[config.mk]
export PLATFORM = sky130hd
export DESIGN_NAME = uart_rx
export DESIGN_NICKNAME = d
export VERILOG_FILES = /design/src/rtl/uart_pkg.sv /design/src/rtl/uart_rx_word.sv /design/src/rtl/uart_rx.sv
export SDC_FILE = /design/constraint.sdc
export NUM_CORES = 1
export LEC_CHECK = 0
export CAP_MARGIN = 5
export CORE_ASPECT_RATIO = 2
export CORE_MARGIN = 2
export CORE_UTILIZATION = 61
export DETAILED_ROUTE_END_ITERATION = 12
export PLACE_DENSITY = 0.84
export SLEW_MARGIN = 20
export SYNTH_ARGS = -nofsm -noshare
export SYNTH_HDL_FRONTEND = slang
export SYNTH_HIERARCHICAL = 1
export SYNTH_SLANG_ARGS = --single-unit
[constraint.sdc]
create_clock -name clk -period 4 [get_ports clk]
set_input_delay 0.8 -clock clk [delete_from_list [all_inputs] [get_ports clk]]
set_output_delay 0.8 -clock clk [all_outputs]
set_load 0.005 [all_outputs]
[src/rtl/uart_pkg.sv]
// Shared types and defaults for the UART receive path.
package uart_pkg;

    // Single-frame receiver states.
    typedef enum logic [1:0] {
        S_IDLE,
        S_START,
        S_DATA,
        S_STOP
    } rx_state_e;

    localparam int unsigned DEF_CLOCKS_PER_PULSE = 4;
    localparam int unsigned DEF_BITS_PER_WORD    = 8;
    localparam int unsigned DEF_PACKET_SIZE      = DEF_BITS_PER_WORD + 5;

    // Number of UART words that make up one output packet.
    function automatic int unsigned num_words(input int unsigned w_out, input int unsigned bits);
        return w_out / bits;
    endfunction

endpackage

[src/rtl/uart_rx_word.sv]
// Input synchroniser plus single-frame receiver: start, data LSB first, stop/padding bits.
module uart_rx_word
    import uart_pkg::*;
#(
    parameter int unsigned CLOCKS_PER_PULSE = DEF_CLOCKS_PER_PULSE,
    parameter int unsigned BITS_PER_WORD    = DEF_BITS_PER_WORD,
    parameter int unsigned PACKET_SIZE      = DEF_PACKET_SIZE
) (
    input  logic                     clk,
    input  logic                     rstn,
    input  logic                     rx,
    output logic [BITS_PER_WORD-1:0] word,
    output logic                     word_valid,
    output logic                     frame_err
);

    localparam int unsigned CNT_W     = $clog2(CLOCKS_PER_PULSE);
    localparam int unsigned BIDX_W    = (BITS_PER_WORD > 1) ? $clog2(BITS_PER_WORD) : 1;
    localparam int unsigned STOP_BITS = PACKET_SIZE - BITS_PER_WORD - 1;
    localparam int unsigned STOP_W    = (STOP_BITS > 1) ? $clog2(STOP_BITS) : 1;

    localparam logic [CNT_W-1:0]  CNT_HALF  = CNT_W'(CLOCKS_PER_PULSE / 2 - 1);
    localparam logic [CNT_W-1:0]  CNT_FULL  = CNT_W'(CLOCKS_PER_PULSE - 1);
    localparam logic [BIDX_W-1:0] LAST_BIT  = BIDX_W'(BITS_PER_WORD - 1);
    localparam logic [STOP_W-1:0] STOP_LOAD = STOP_W'(STOP_BITS - 1);

    logic [1:0]               sync_q, sync_d;
    rx_state_e                state_q, state_d;
    logic [CNT_W-1:0]         cnt_q, cnt_d;
    logic [BIDX_W-1:0]        bit_idx_q, bit_idx_d;
    logic [STOP_W-1:0]        stop_cnt_q, stop_cnt_d;
    logic [BITS_PER_WORD-1:0] shift_q, shift_d;
    logic                     word_valid_q, word_valid_d;
    logic                     frame_err_q, frame_err_d;
    logic                     rx_s;

    assign rx_s       = sync_q[1];
    assign word       = shift_q;
    assign word_valid = word_valid_q;
    assign frame_err  = frame_err_q;

    // Two-flop synchroniser shift; the line idles high so the flops reset to 1.
    always_comb begin
        sync_d = {sync_q[0], rx};
    end

    // Frame FSM: times each bit from the falling start edge and samples mid-bit.
    always_comb begin
        // NOTE: every output of this block is given a default first, so no path leaves one unassigned and no latch is inferred.
        state_d      = state_q;
        cnt_d        = cnt_q;
        bit_idx_d    = bit_idx_q;
        stop_cnt_d   = stop_cnt_q;
        shift_d      = shift_q;
        word_valid_d = 1'b0;
        frame_err_d  = 1'b0;
        unique case (state_q)
            S_IDLE: begin
                if (!rx_s) begin
                    state_d = S_START;
                    cnt_d   = CNT_HALF;
                end
            end
            S_START: begin
                if (cnt_q == '0) begin
                    if (rx_s) begin
                        state_d = S_IDLE;
                    end else begin
                        state_d   = S_DATA;
                        bit_idx_d = '0;
                        cnt_d     = CNT_FULL;
                    end
                end else begin
                    cnt_d = cnt_q - CNT_W'(1);
                end
            end
            S_DATA: begin
                if (cnt_q == '0) begin
                    shift_d[bit_idx_q] = rx_s;
                    cnt_d              = CNT_FULL;
                    if (bit_idx_q == LAST_BIT) begin
                        state_d    = S_STOP;
                        stop_cnt_d = STOP_LOAD;
                    end else begin
                        bit_idx_d = bit_idx_q + BIDX_W'(1);
                    end
                end else begin
                    cnt_d = cnt_q - CNT_W'(1);
                end
            end
            S_STOP: begin
                if (cnt_q == '0) begin
                    cnt_d = CNT_FULL;
                    if (!rx_s) begin
                        frame_err_d = 1'b1;
                        state_d     = S_IDLE;
                    end else if (stop_cnt_q == '0) begin
                        // Leaving at mid last stop bit lets the next start edge follow immediately.
                        word_valid_d = 1'b1;
                        state_d      = S_IDLE;
                    end else begin
                        stop_cnt_d = stop_cnt_q - STOP_W'(1);
                    end
                end else begin
                    cnt_d = cnt_q - CNT_W'(1);
                end
            end
            default: state_d = S_IDLE;
        endcase
    end

    // State register for synchroniser, FSM, counters and the assembled word.
    always_ff @(posedge clk or negedge rstn) begin
        // NOTE: non-blocking assignments so every flop updates from pre-edge values, independent of statement order.
        if (!rstn) begin
            sync_q       <= 2'b11;
            state_q      <= S_IDLE;
            cnt_q        <= '0;
            bit_idx_q    <= '0;
            stop_cnt_q   <= '0;
            shift_q      <= '0;
            word_valid_q <= 1'b0;
            frame_err_q  <= 1'b0;
        end else begin
            sync_q       <= sync_d;
            state_q      <= state_d;
            cnt_q        <= cnt_d;
            bit_idx_q    <= bit_idx_d;
            stop_cnt_q   <= stop_cnt_d;
            shift_q      <= shift_d;
            word_valid_q <= word_valid_d;
            frame_err_q  <= frame_err_d;
        end
    end

endmodule

[src/rtl/uart_rx.sv]
// UART receiver: gathers NUM_WORDS frames into one packet and offers it on a valid/ready stream.
module uart_rx
    import uart_pkg::*;
#(
    parameter int unsigned  CLOCKS_PER_PULSE = DEF_CLOCKS_PER_PULSE,
    parameter int unsigned  BITS_PER_WORD    = DEF_BITS_PER_WORD,
    parameter int unsigned  PACKET_SIZE      = DEF_PACKET_SIZE,
    parameter int unsigned  W_OUT            = 16,
    localparam int unsigned NUM_WORDS        = num_words(W_OUT, BITS_PER_WORD)
) (
    input  logic                                         clk,
    input  logic                                         rstn,
    input  logic                                         rx,
    output logic [NUM_WORDS-1:0][BITS_PER_WORD-1:0]      m_data,
    output logic                                         m_valid,
    input  logic                                         m_ready,
    output logic                                         frame_err,
    output logic                                         overflow
);

    localparam int unsigned      IDX_W    = (NUM_WORDS > 1) ? $clog2(NUM_WORDS) : 1;
    localparam logic [IDX_W-1:0] LAST_IDX = IDX_W'(NUM_WORDS - 1);

    logic [BITS_PER_WORD-1:0]                word;
    logic                                    word_valid;
    logic                                    complete;
    logic [IDX_W-1:0]                        word_idx_q, word_idx_d;
    logic [NUM_WORDS-1:0][BITS_PER_WORD-1:0] buf_q, buf_d, packet_w;
    logic [NUM_WORDS-1:0][BITS_PER_WORD-1:0] m_data_q, m_data_d;
    logic                                    m_valid_q, m_valid_d;
    logic                                    overflow_q, overflow_d;

    uart_rx_word #(
        .CLOCKS_PER_PULSE(CLOCKS_PER_PULSE),
        .BITS_PER_WORD   (BITS_PER_WORD),
        .PACKET_SIZE     (PACKET_SIZE)
    ) u_word (
        .clk       (clk),
        .rstn      (rstn),
        .rx        (rx),
        .word      (word),
        .word_valid(word_valid),
        .frame_err (frame_err)
    );

    assign m_data   = m_data_q;
    assign m_valid  = m_valid_q;
    assign overflow = overflow_q;
    assign complete = word_valid && (word_idx_q == LAST_IDX);

    // Packet assembly, word index tracking and the output handshake.
    always_comb begin
        packet_w             = buf_q;
        packet_w[word_idx_q] = word;
        buf_d                = word_valid ? packet_w : buf_q;

        word_idx_d = word_idx_q;
        if (frame_err) begin
            word_idx_d = '0;
        end else if (word_valid) begin
            word_idx_d = complete ? '0 : word_idx_q + IDX_W'(1);
        end

        m_data_d   = m_data_q;
        m_valid_d  = m_valid_q;
        overflow_d = 1'b0;
        if (m_valid_q && m_ready) begin
            m_valid_d = 1'b0;
        end
        if (complete) begin
            // A full register is only replaced when the consumer takes the old packet this same cycle.
            if (!m_valid_q || m_ready) begin
                m_data_d  = packet_w;
                m_valid_d = 1'b1;
            end else begin
                overflow_d = 1'b1;
            end
        end
    end

    // Control and output registers.
    always_ff @(posedge clk or negedge rstn) begin
        if (!rstn) begin
            word_idx_q <= '0;
            m_data_q   <= '0;
            m_valid_q  <= 1'b0;
            overflow_q <= 1'b0;
        end else begin
            word_idx_q <= word_idx_d;
            m_data_q   <= m_data_d;
            m_valid_q  <= m_valid_d;
            overflow_q <= overflow_d;
        end
    end

    // Packet buffer storage.
    always_ff @(posedge clk) begin
        // NOTE: the buffer has no reset: word index 0 restarts after reset or a frame error, so every slot is rewritten before a packet is emitted.
        buf_q <= buf_d;
    end

endmodule

Yosys cells after proc, flatten, opt, wreduce, memory -nomap -nowiden:

Index checks and enable logic that the tools add are counted.

* flip-flop bits (word level): 56
* memories kept: 0
* RAM bits: 0
* memory bits (read-only): 0
* bits in latches: 0

* equality and inequality tests: 15
* magnitude comparators: 4
* reduce and logical (&&, ||, !) cells: 19
* $mul: 0
* add/subtract/negate cells: 4
* div/mod/pow operators: 0
* shifts and indexed selects: 0
* bitwise gates (word level): 0
* mux-type cells: 43

Operator list (count)
* $mux 2: 14
* $bwmux 16: 1
* $mux 1: 16
* $mux 3: 4
* $reduce_and 6->1: 2
* $ne 2x1->1 const B: 5
* $bwmux 8: 1
* $demux 8 s1: 1
* $mux 8: 1
* $ne 2x2->1 const B: 4
* $pmux 2 s4: 1
* $logic_not 2->1: 3
* $ne 3x3->1 const B: 2
* $pmux 2 s3: 1
* $pmux 3 s2: 1
* $reduce_and 2->1: 3
* $reduce_bool 2->1: 3
* $reduce_and 5->1: 1
* $eq 2x2->1 const B: 2
* $logic_and 1x1->1: 4
* $lt 3x4->1 const B: 1
* $pmux 2 s2: 1
* $sub 2x1->2 const B: 2
* $add 3x1->3 const B: 1
* other kinds (10): 10

Logic depth before layout (Yosys ltp):

Gate-level depths: netlist of run 1.

* depth in word-level cells: 5
* mapped depth: 6

Modules after synthesis:

Netlist of run 1, hierarchy kept.

By module, submodules not included
* uart_rx: instances 1, cells each 78, area an instance 1505.2 um^2
* uart_rx_word: instances 1, cells each 92, area an instance 1033.5 um^2

Least setup slack after synthesis of run 1:

Ideal clock, no wire load.

* path type: input-to-reg
* start: in m_ready
* end: reg m_data_q, in the netlist m_data[0]
* library setup time: 125 ps
* stages: 5
* path buffers: 2
* arrival time: 1614 ps
* path slack: 2262 ps
* path through: nand2b_4 nor2b_4 buf_6 buf_12 mux2_2

* longest elaborated chain between the ends: 2

RTL lines
* start, declared: RTL line uart_rx.sv:16 `input logic m_ready,`
* $logic_or 1x1->1: RTL line uart_rx.sv:72 `if (!m_valid_q || m_ready) begin`
* $reduce_and 2->1 (no source line)
* end signal, assigned: RTL line uart_rx.sv:90 `m_data_q <= m_data_d;`
* end, declared: RTL line uart_rx.sv:29 `logic [NUM_WORDS-1:0][BITS_PER_WORD-1:0] m_data_q, m_data_d;`

No other way between the ends.
A chain may end at the register's enable or synchronous reset.

Final worst setup path of run 1:

* start: in m_ready
* end: reg m_data_q, in the netlist m_data[8]

Same word-level chain as after synthesis.

==> Flow_metrics.wiki, run 1 <==
{| class="wikitable"
! Metric !! Value
|-
| Result of the run || finished, final reports clean
|-
| Seq/Total Area, Yosys || 58.5%
|-
| Total negative slack || 0 ps
|-
| Flop and latch count out of synthesis || 56
|-
| Vias in the first global route || 1470
|-
| Starting Density || 62.7%
|-
| Fraction of post-synthesis cell area in the top cell type by area || 37.5%
|-
| Total wire length after detailed routing || 4.49 mm
|-
| Site row count || 33
|-
| Biggest fanout along the worst timing path || 16
|-
| Crit Path Class || primary input to register
|-
| Setup violations, final || 0
|-
| Kind of capture point of the worst setup path || register
|-
| Post-Syn Nets || 178
|-
| Mapped Cells || 170
|-
| Least-Margin Pin Slew || 902 ps
|-
| Proportion of synthesized area in mux cells || 22.2%
|-
| Mean Syn Cell Area || 14.9 µm²
|-
| Floorplan core area || 0.00405 mm²
|-
| First-pass GRT wire length || 7.40 mm
|-
| Total standard cell area after synthesis || 0.00254 mm²
|-
| Data required time of the worst path || 4190 ps
|-
| Max IR drop VDD || 554 µV
|-
| Achievable clock frequency || 0.468 GHz
|-
| Slew HR || 39.9%
|-
| Setup repair after global routing missed its margin || no
|-
| Post-DP HPWL || 3.05 mm
|-
| Internal power component || 0.00132 W
|-
| Number of buffers on the longest clock path || 2
|-
| Number of nets in the layout || 200
|-
| Worst endpoint data arrival time || 2330 ps
|-
| Minimum setup slack among reg-to-reg paths || 1940 ps
|-
| Boundary Pins || 23
|-
| TritonCTS clock tree || done
|-
| Power density over the cells || 637 mW/mm²
|-
| Period utilisation layout || 53.4%
|-
| Congestion Overflow GR || 0
|-
| Power dissipated by switching net loads || 0.000523 W
|-
| Fraction of power consumed by combinational cells || 29.9%
|-
| TritonCTS Sinks || 56
|-
| Core utilization of the finished layout || 71.6%
|-
| Total routing usage reported by global routing || 21.3%
|-
| DRC viols || 0
|-
| Post-Place Cells || 237
|-
| Final count of pins violating max slew || 0
|-
| Fin Clk Skew || 4.70 ps
|-
| Filler-free cell count of the finished design || 245
|-
| Parity-gate share of the synthesized area counting xor and xnor cells || 0.345%
|-
| Maxcap violations || 0
|-
| Layout area overhead || 14.1%
|-
| CTS Buf Count || 5
|-
| Leakage || 1.27 nW
|-
| Top post-synthesis cells by area || sky130_fd_sc_hd__dfrtp_1 37%, sky130_fd_sc_hd__edfxtp_1 19%, sky130_fd_sc_hd__mux2_4 11%
|-
| Proportion of layout cells with a drive suffix above 1 || 26.9%
|-
| Simple-gate area share of the yosys netlist || 9.46%
|-
| Count of hold buffers inserted by post-cts repair || 0
|-
| Total number of vias || 1400
|-
| Most area-hungry cell type in the Yosys netlist || sky130_fd_sc_hd__dfrtp_1
|-
| Insertion delay to the later sink of the worst-skew pair || 310 ps
|-
| Initial DRC count || 31
|-
| Library cell used as clock root buffer || sky130_fd_sc_hd__clkbuf_8
|-
| Antenna violations before repair || 0
|-
| Endpoints failing hold || 0
|-
| Via/cell ratio || 5.71
|-
| Post-synthesis adder-cell area fraction || 1.97%
|-
| Clock transition at the register clock pins on the worst setup and hold paths after CTS || 90 ps
|-
| Die Footprint || 0.00472 mm²
|-
| Count of input and output buffers || 22
|-
| Leading cell types in the layout, fill and taps excluded || 38 x sky130_fd_sc_hd__dfrtp_1, 21 x sky130_fd_sc_hd__clkdlybuf4s50_1, 19 x sky130_fd_sc_hd__mux2_4
|-
| Destination of the worst register-to-register timing path || m_data[8]
|-
| Number of fillers in the final layout || 301
|-
| Router iterations before antenna repair || 4
|-
| Distinct cell type count of the synthesized netlist || 39
|-
| Count of instances resized after the clock tree is built || 0
|-
| Die Wd || 49.6 µm
|-
| DR WL/cell || 18.3 µm
|-
| Floorplan die height || 95.2 µm
|-
| Setup fix buffers added after clock tree synthesis || 0
|-
| Count of yosys warnings during synthesis || 6
|-
| Remaining number of nets flagged by the antenna check after routing || 0
|-
| Worst-case reg-to-reg path depth || 3
|-
| Worst Hold Class || register to register
|-
| Clock group share of total power || 25.2%
|-
| Most common cell after layout, fill and taps aside || sky130_fd_sc_hd__dfrtp_1
|-
| Worst reg2reg startpoint || u_word/word_valid
|-
| Complex-gate fraction of the synthesized area || 3.30%
|-
| Switching part of the total power || 28.3%
|-
| Main combinational cell family by area after synthesis || multiplexers
|-
| CP endpoint || m_data[8]
|-
| RePlAce Congestion || 0.860
|-
| Critical path startpoint category || primary input
|-
| Critical path startpoint || m_ready
|-
| H-tree levels || 2
|-
| Final period demand of the worst path || 2140 ps
|-
| Number of antenna repair diodes || 0
|-
| Largest net degree at the start of global routing || 41
|-
| Share of power burned in registers || 44.9%
|}
-- logic make-up after synthesis --
logic type                 count (synthesis)
muxes                                     44
xor gates and xnor gates                   1
AOI/OAI and AO/OA                         13
DFF                                       56
buffers and inverters                     15
adders and majority gates                  4
and+or+nand+nor                           37
-- per-layer routing --
metal / up-vias / wire [µm] / GRT usage [%]
met3: 7 / 98 / 3.76
met5: - / 0 / 0
met1: 716 / 1820 / 25.0
li1: 651 / - / -
met4: 0 / 82 / 10.6
met2: 26 / 2490 / 37.0
-- stage by stage --
| stage | total power [W] | hold slack (ps) | area (µm²) | setup WS, ps |
|---|---|---|---|---|
| 2_1_floorplan | 0.00122 | 345 | 2540 | 2260 |
| 3_3_place_gp | 0.00134 | 347 | 2740 | 1620 |
| 3_5_place_dp | 0.00139 | 357 | 2740 | 1530 |
| 4_1_cts | 0.00186 | 376 | 2900 | 1870 |
| 5_1_grt | 0.00194 | 380 | 2900 | 1820 |
| 6_report | 0.00185 | 371 | 2900 | 1860 |
-- layout make-up --
type | count | area (µm²) | share of cell area, %
sequential | 56 | 1480 | 51.2
multi-input combinational | 99 | 946 | 32.6
timing repair buffer | 23 | 223 | 7.69
clock buffer | 6 | 93.8 | 3.24
tap | 52 | 65.1 | 2.25
clock inverter | 2 | 60.1 | 2.07
inverter | 7 | 26.3 | 0.907
-- flip-flops by register name, indices dropped and copies added (netlist names), named ones only --
register / cells
u_word/stop_cnt_q: 2
u_word/state_q: 1
m_valid: 1
u_word/word_valid: 1
u_word/word: 8
buf_q: 16
m_data: 16
word_idx_q: 1
overflow: 1
u_word/frame_err: 1
u_word/cnt_q: 2
u_word/sync_q: 2
u_word/bit_idx_q: 3
-- synthesized netlist by cell type --
cell type and instances:
sky130_fd_sc_hd__mux2_4 19, sky130_fd_sc_hd__o21ai_0 2, sky130_fd_sc_hd__xnor2_1 1, sky130_fd_sc_hd__nand3b_1 1
sky130_fd_sc_hd__nand2_1 7, sky130_fd_sc_hd__nor3b_2 2, sky130_fd_sc_hd__o2bb2ai_1 1, sky130_fd_sc_hd__a31oi_1 2
sky130_fd_sc_hd__nand4b_1 2, sky130_fd_sc_hd__dfrtp_1 38, sky130_fd_sc_hd__nor2b_1 5, sky130_fd_sc_hd__buf_2 1
sky130_fd_sc_hd__nand2_4 1, sky130_fd_sc_hd__nor3b_1 2, sky130_fd_sc_hd__or2_1 1, sky130_fd_sc_hd__a22o_1 1
sky130_fd_sc_hd__a211o_1 1, sky130_fd_sc_hd__buf_12 2, sky130_fd_sc_hd__o22ai_1 1, sky130_fd_sc_hd__ha_1 4
sky130_fd_sc_hd__clkbuf_1 2, sky130_fd_sc_hd__buf_6 2, sky130_fd_sc_hd__nand2b_4 1, sky130_fd_sc_hd__nand2b_1 1
sky130_fd_sc_hd__nor2b_4 1, sky130_fd_sc_hd__mux2i_1 3, sky130_fd_sc_hd__mux2_1 6, sky130_fd_sc_hd__nor2_1 5
sky130_fd_sc_hd__edfxtp_1 16, sky130_fd_sc_hd__and4b_1 1, sky130_fd_sc_hd__nor3_1 2, sky130_fd_sc_hd__mux2_2 16
sky130_fd_sc_hd__o22a_1 1, sky130_fd_sc_hd__a21oi_1 4, sky130_fd_sc_hd__dfstp_2 2, sky130_fd_sc_hd__nand4_1 2
sky130_fd_sc_hd__inv_1 7, sky130_fd_sc_hd__nand3_1 3, sky130_fd_sc_hd__buf_4 1
-- power groups by stage --
stage	Sequential, W	Combinational, W	Clock (W)
global route	0.000846	0.000601	0.000495
CTS	0.000829	0.000558	0.000473
finish	0.000829	0.000552	0.000464
floorplan	0.000798	0.000421	0
global placement	0.000826	0.000515	0
detailed placement	0.000839	0.000552	0
-- worst max-delay path: stages --
cell	delay, ps
sky130_fd_sc_hd__clkdlybuf4s50_1	470
sky130_fd_sc_hd__nand2b_4	130
sky130_fd_sc_hd__nor2b_4	530
sky130_fd_sc_hd__mux2_2	410
-- worst min path at each step --
| stage | startpoint | to | slack, ps | depth (start not counted) |
|---|---|---|---|---|
| after floorplan | u_word/sync_q[0] | u_word/sync_q[1] | 350 | 0 |
| after global placement | u_word/sync_q[0] | u_word/sync_q[1] | 350 | 0 |
| after detailed placement | u_word/sync_q[0] | u_word/sync_q[1] | 360 | 0 |
| after CTS | u_word/sync_q[0] | u_word/sync_q[1] | 380 | 0 |
| after global routing | u_word/sync_q[0] | u_word/sync_q[1] | 380 | 0 |
| final | u_word/sync_q[0] | u_word/sync_q[1] | 370 | 0 |
Note: power is estimated with default switching activity, not from simulation.
==> run 2: changes to the inputs <==
--- a/config.mk
+++ b/config.mk
@@ -8,9 +8,9 @@
 export CAP_MARGIN = 5
 export CORE_ASPECT_RATIO = 2
 export CORE_MARGIN = 2
-export CORE_UTILIZATION = 61
+export CORE_UTILIZATION = 51
 export DETAILED_ROUTE_END_ITERATION = 12
-export PLACE_DENSITY = 0.84
+export PLACE_DENSITY = 0.75
 export SLEW_MARGIN = 20
 export SYNTH_ARGS = -nofsm -noshare
 export SYNTH_HDL_FRONTEND = slang
==> constraint.sdc (replaced) <==
create_clock -name clk -period 1.8 [get_ports clk]
set_input_delay 0.36 -clock clk [delete_from_list [all_inputs] [get_ports clk]]
set_output_delay 0.36 -clock clk [all_outputs]
set_load 0.005 [all_outputs]
==> run 2 against run 1 <==
Global-route usage is 2.8 points lower. Utilization is 10 points lower. Sequential cell count stayed put. Power is 110% higher. Wire length is 1.8% higher. Largest cell class unchanged.
==> Flow_metrics.wiki, run 2 (synthesis results as in run 1) <==
{| class="wikitable"
! Metric !! Value
|-
| Worst reg2reg startpoint || u_word/bit_idx_q[1]
|-
| Insertion delay to the later sink of the worst-skew pair || 300 ps
|-
| Post-DP HPWL || 3.30 mm
|-
| Most common cell after layout, fill and taps aside || sky130_fd_sc_hd__dfrtp_1
|-
| Critical-path top delay cell || sky130_fd_sc_hd__dfrtp_1
|-
| Fin Clk Skew || 3.52 ps
|-
| Maxcap violations || 0
|-
| Die Footprint || 0.00559 mm²
|-
| Ordered list of cells on the worst path || ha_1 > ha_1 > or2_1 > o22a_2 > mux2_4
|-
| Post-route worst setup slack || 9.88 ps
|-
| Proportion of layout cells with a drive suffix above 1 || 31.9%
|-
| Setup violations, final || 0
|-
| Floorplan core area || 0.00482 mm²
|-
| Leakage || 1.30 nW
|-
| Floorplan die height || 104 µm
|-
| Remaining number of nets flagged by the antenna check after routing || 0
|-
| Data required time of the worst path || 1990 ps
|-
| Achievable clock frequency || 0.559 GHz
|-
| Fin Hold WS || 108 ps
|-
| TritonCTS Sinks || 56
|-
| First-pass GRT wire length || 7.68 mm
|-
| Max IR drop VDD || 881 µV
|-
| DR WL/cell || 17.5 µm
|-
| Antenna violations before repair || 0
|-
| Vias in the first global route || 1577
|-
| Non-Filler Cell Area, Final || 0.00296 mm²
|-
| Number of buffers on the longest clock path || 2
|-
| Worst Hold Class || primary input to async pin
|-
| Biggest fanout along the worst timing path || 3
|-
| Power density over the cells || 1320 mW/mm²
|-
| Result of the run || finished, final reports clean
|-
| Starting Density || 52.7%
|-
| Worst endpoint data arrival time || 1980 ps
|-
| Critical path startpoint || u_word/bit_idx_q[1]
|-
| Minimum setup slack among reg-to-reg paths || 10 ps
|-
| Core utilization of the finished layout || 61.4%
|-
| CTS Buf Count || 5
|-
| Initial DRC count || 29
|-
| DP Worst Slack || 45.6 ps
|-
| Total routing usage reported by global routing || 18.5%
|-
| Number of antenna repair diodes || 0
|-
| Router iterations before antenna repair || 4
|-
| Total wire length after detailed routing || 4.57 mm
|-
| Slew HR || 65.7%
|-
| Final period demand of the worst path || 1790 ps
|-
| Setup repair after global routing missed its margin || yes
|-
| Largest net degree at the start of global routing || 41
|-
| Total number of vias || 1436
|-
| Count of hold buffers inserted by post-cts repair || 0
|-
| Least-Margin Pin Slew || 514 ps
|-
| Number of nets in the layout || 211
|-
| Filler-free cell count of the finished design || 261
|-
| Die Wd || 53.9 µm
|-
| Kind of capture point of the worst setup path || register
|-
| H-tree levels || 2
|-
| Library cell used as clock root buffer || sky130_fd_sc_hd__clkbuf_8
|-
| Clock transition at the register clock pins on the worst setup and hold paths after CTS || 100 ps
|-
| Destination of the worst register-to-register timing path || u_word/bit_idx_q[0]
|-
| Endpoints failing hold || 0
|-
| Post-Place Cells || 253
|-
| Layout area overhead || 16.6%
|-
| Crit Path Class || register to register
|-
| TritonCTS clock tree || done
|-
| DRC viols || 0
|-
| Period utilisation layout || 99.5%
|-
| Leading cell types in the layout, fill and taps excluded || 38 x sky130_fd_sc_hd__dfrtp_1, 21 x sky130_fd_sc_hd__clkdlybuf4s50_1, 19 x sky130_fd_sc_hd__mux2_4
|-
| Boundary Pins || 23
|-
| Count of input and output buffers || 22
|-
| RePlAce Congestion || 0.736
|-
| Most frequent cell on the critical path || sky130_fd_sc_hd__ha_1
|-
| Placed Area || 0.00286 mm²
|-
| Setup fix buffers added after clock tree synthesis || 0
|-
| Delay of the slowest critical-path stage || 410 ps
|-
| Critical path startpoint category || register
|-
| Site row count || 36
|-
| Congestion Overflow GR || 0
|-
| Final count of pins violating max slew || 0
|-
| Worst-case reg-to-reg path depth || 5
|-
| Via/cell ratio || 5.50
|}
==> run 2: worst max-delay path by stage <==
stage / endpoint / cells after the start
after global routing: u_word/bit_idx_q[0] / 5
after CTS: u_word/bit_idx_q[0] / 5
after global placement: m_data[3] / 5
final: u_word/bit_idx_q[0] / 5
after floorplan: u_word/bit_idx_q[0] / 5
after detailed placement: u_word/bit_idx_q[0] / 5
==> run 2: cell type report <==
type                            instances  area [µm²]
Sequential cell                        56        1480
Clock buffer                            6        82.6
Inverter                                7        26.3
Fill cell                             359        1860
Clock inverter                          2        15.0
Multi-Input combinational cell         99         950
Timing Repair Buffer                   34         330
Tap cell                               57        71.3
==> run 2: worst max-delay path, delay by kind of cell (launching register included) <==
kind                     cells  cell delay, ps
adder cells (fa/ha/maj)      2             410
AO/OA/AOI/OAI                1             280
AND/OR/NAND/NOR              1             260
flip-flops                   1             410
multiplexers                 1             310
==> run 2: what timing repair did <==
item / 4_1_cts / 5_1_grt
endpoints found under the hold margin: 0 / 0
resized for setup: 0 / 2
endpoints found under the setup margin: 0 / 4
==> run 2: metal layers <==
| layer | track usage [%] | share of wire [%] |
|---|---|---|
| met5 | 0 | 0 |
| met2 | 31.5 | 56 |
| met4 | 6.96 | 1.8 |
| met1 | 22.5 | 40 |
| met3 | 2.74 | 2.0 |
==> run 2: power by group <==
| part | internal [W] | switching [W] | total [W] |
|---|---|---|---|
| Sequential | 0.00159 | 0.000187 | 0.00178 |
| Clock | 0.000312 | 0.000397 | 0.000709 |
| Combinational | 0.000815 | 0.000611 | 0.00143 |
==> run 2: per-stage QoR <==
stage / TNS [ps] / total power (W)
after floorplan: 0 / 0.00271
after global placement: 0 / 0.00310
after detailed placement: 0 / 0.00322
after CTS: 0 / 0.00394
after global routing: -17.1 / 0.00414
final: 0 / 0.00391
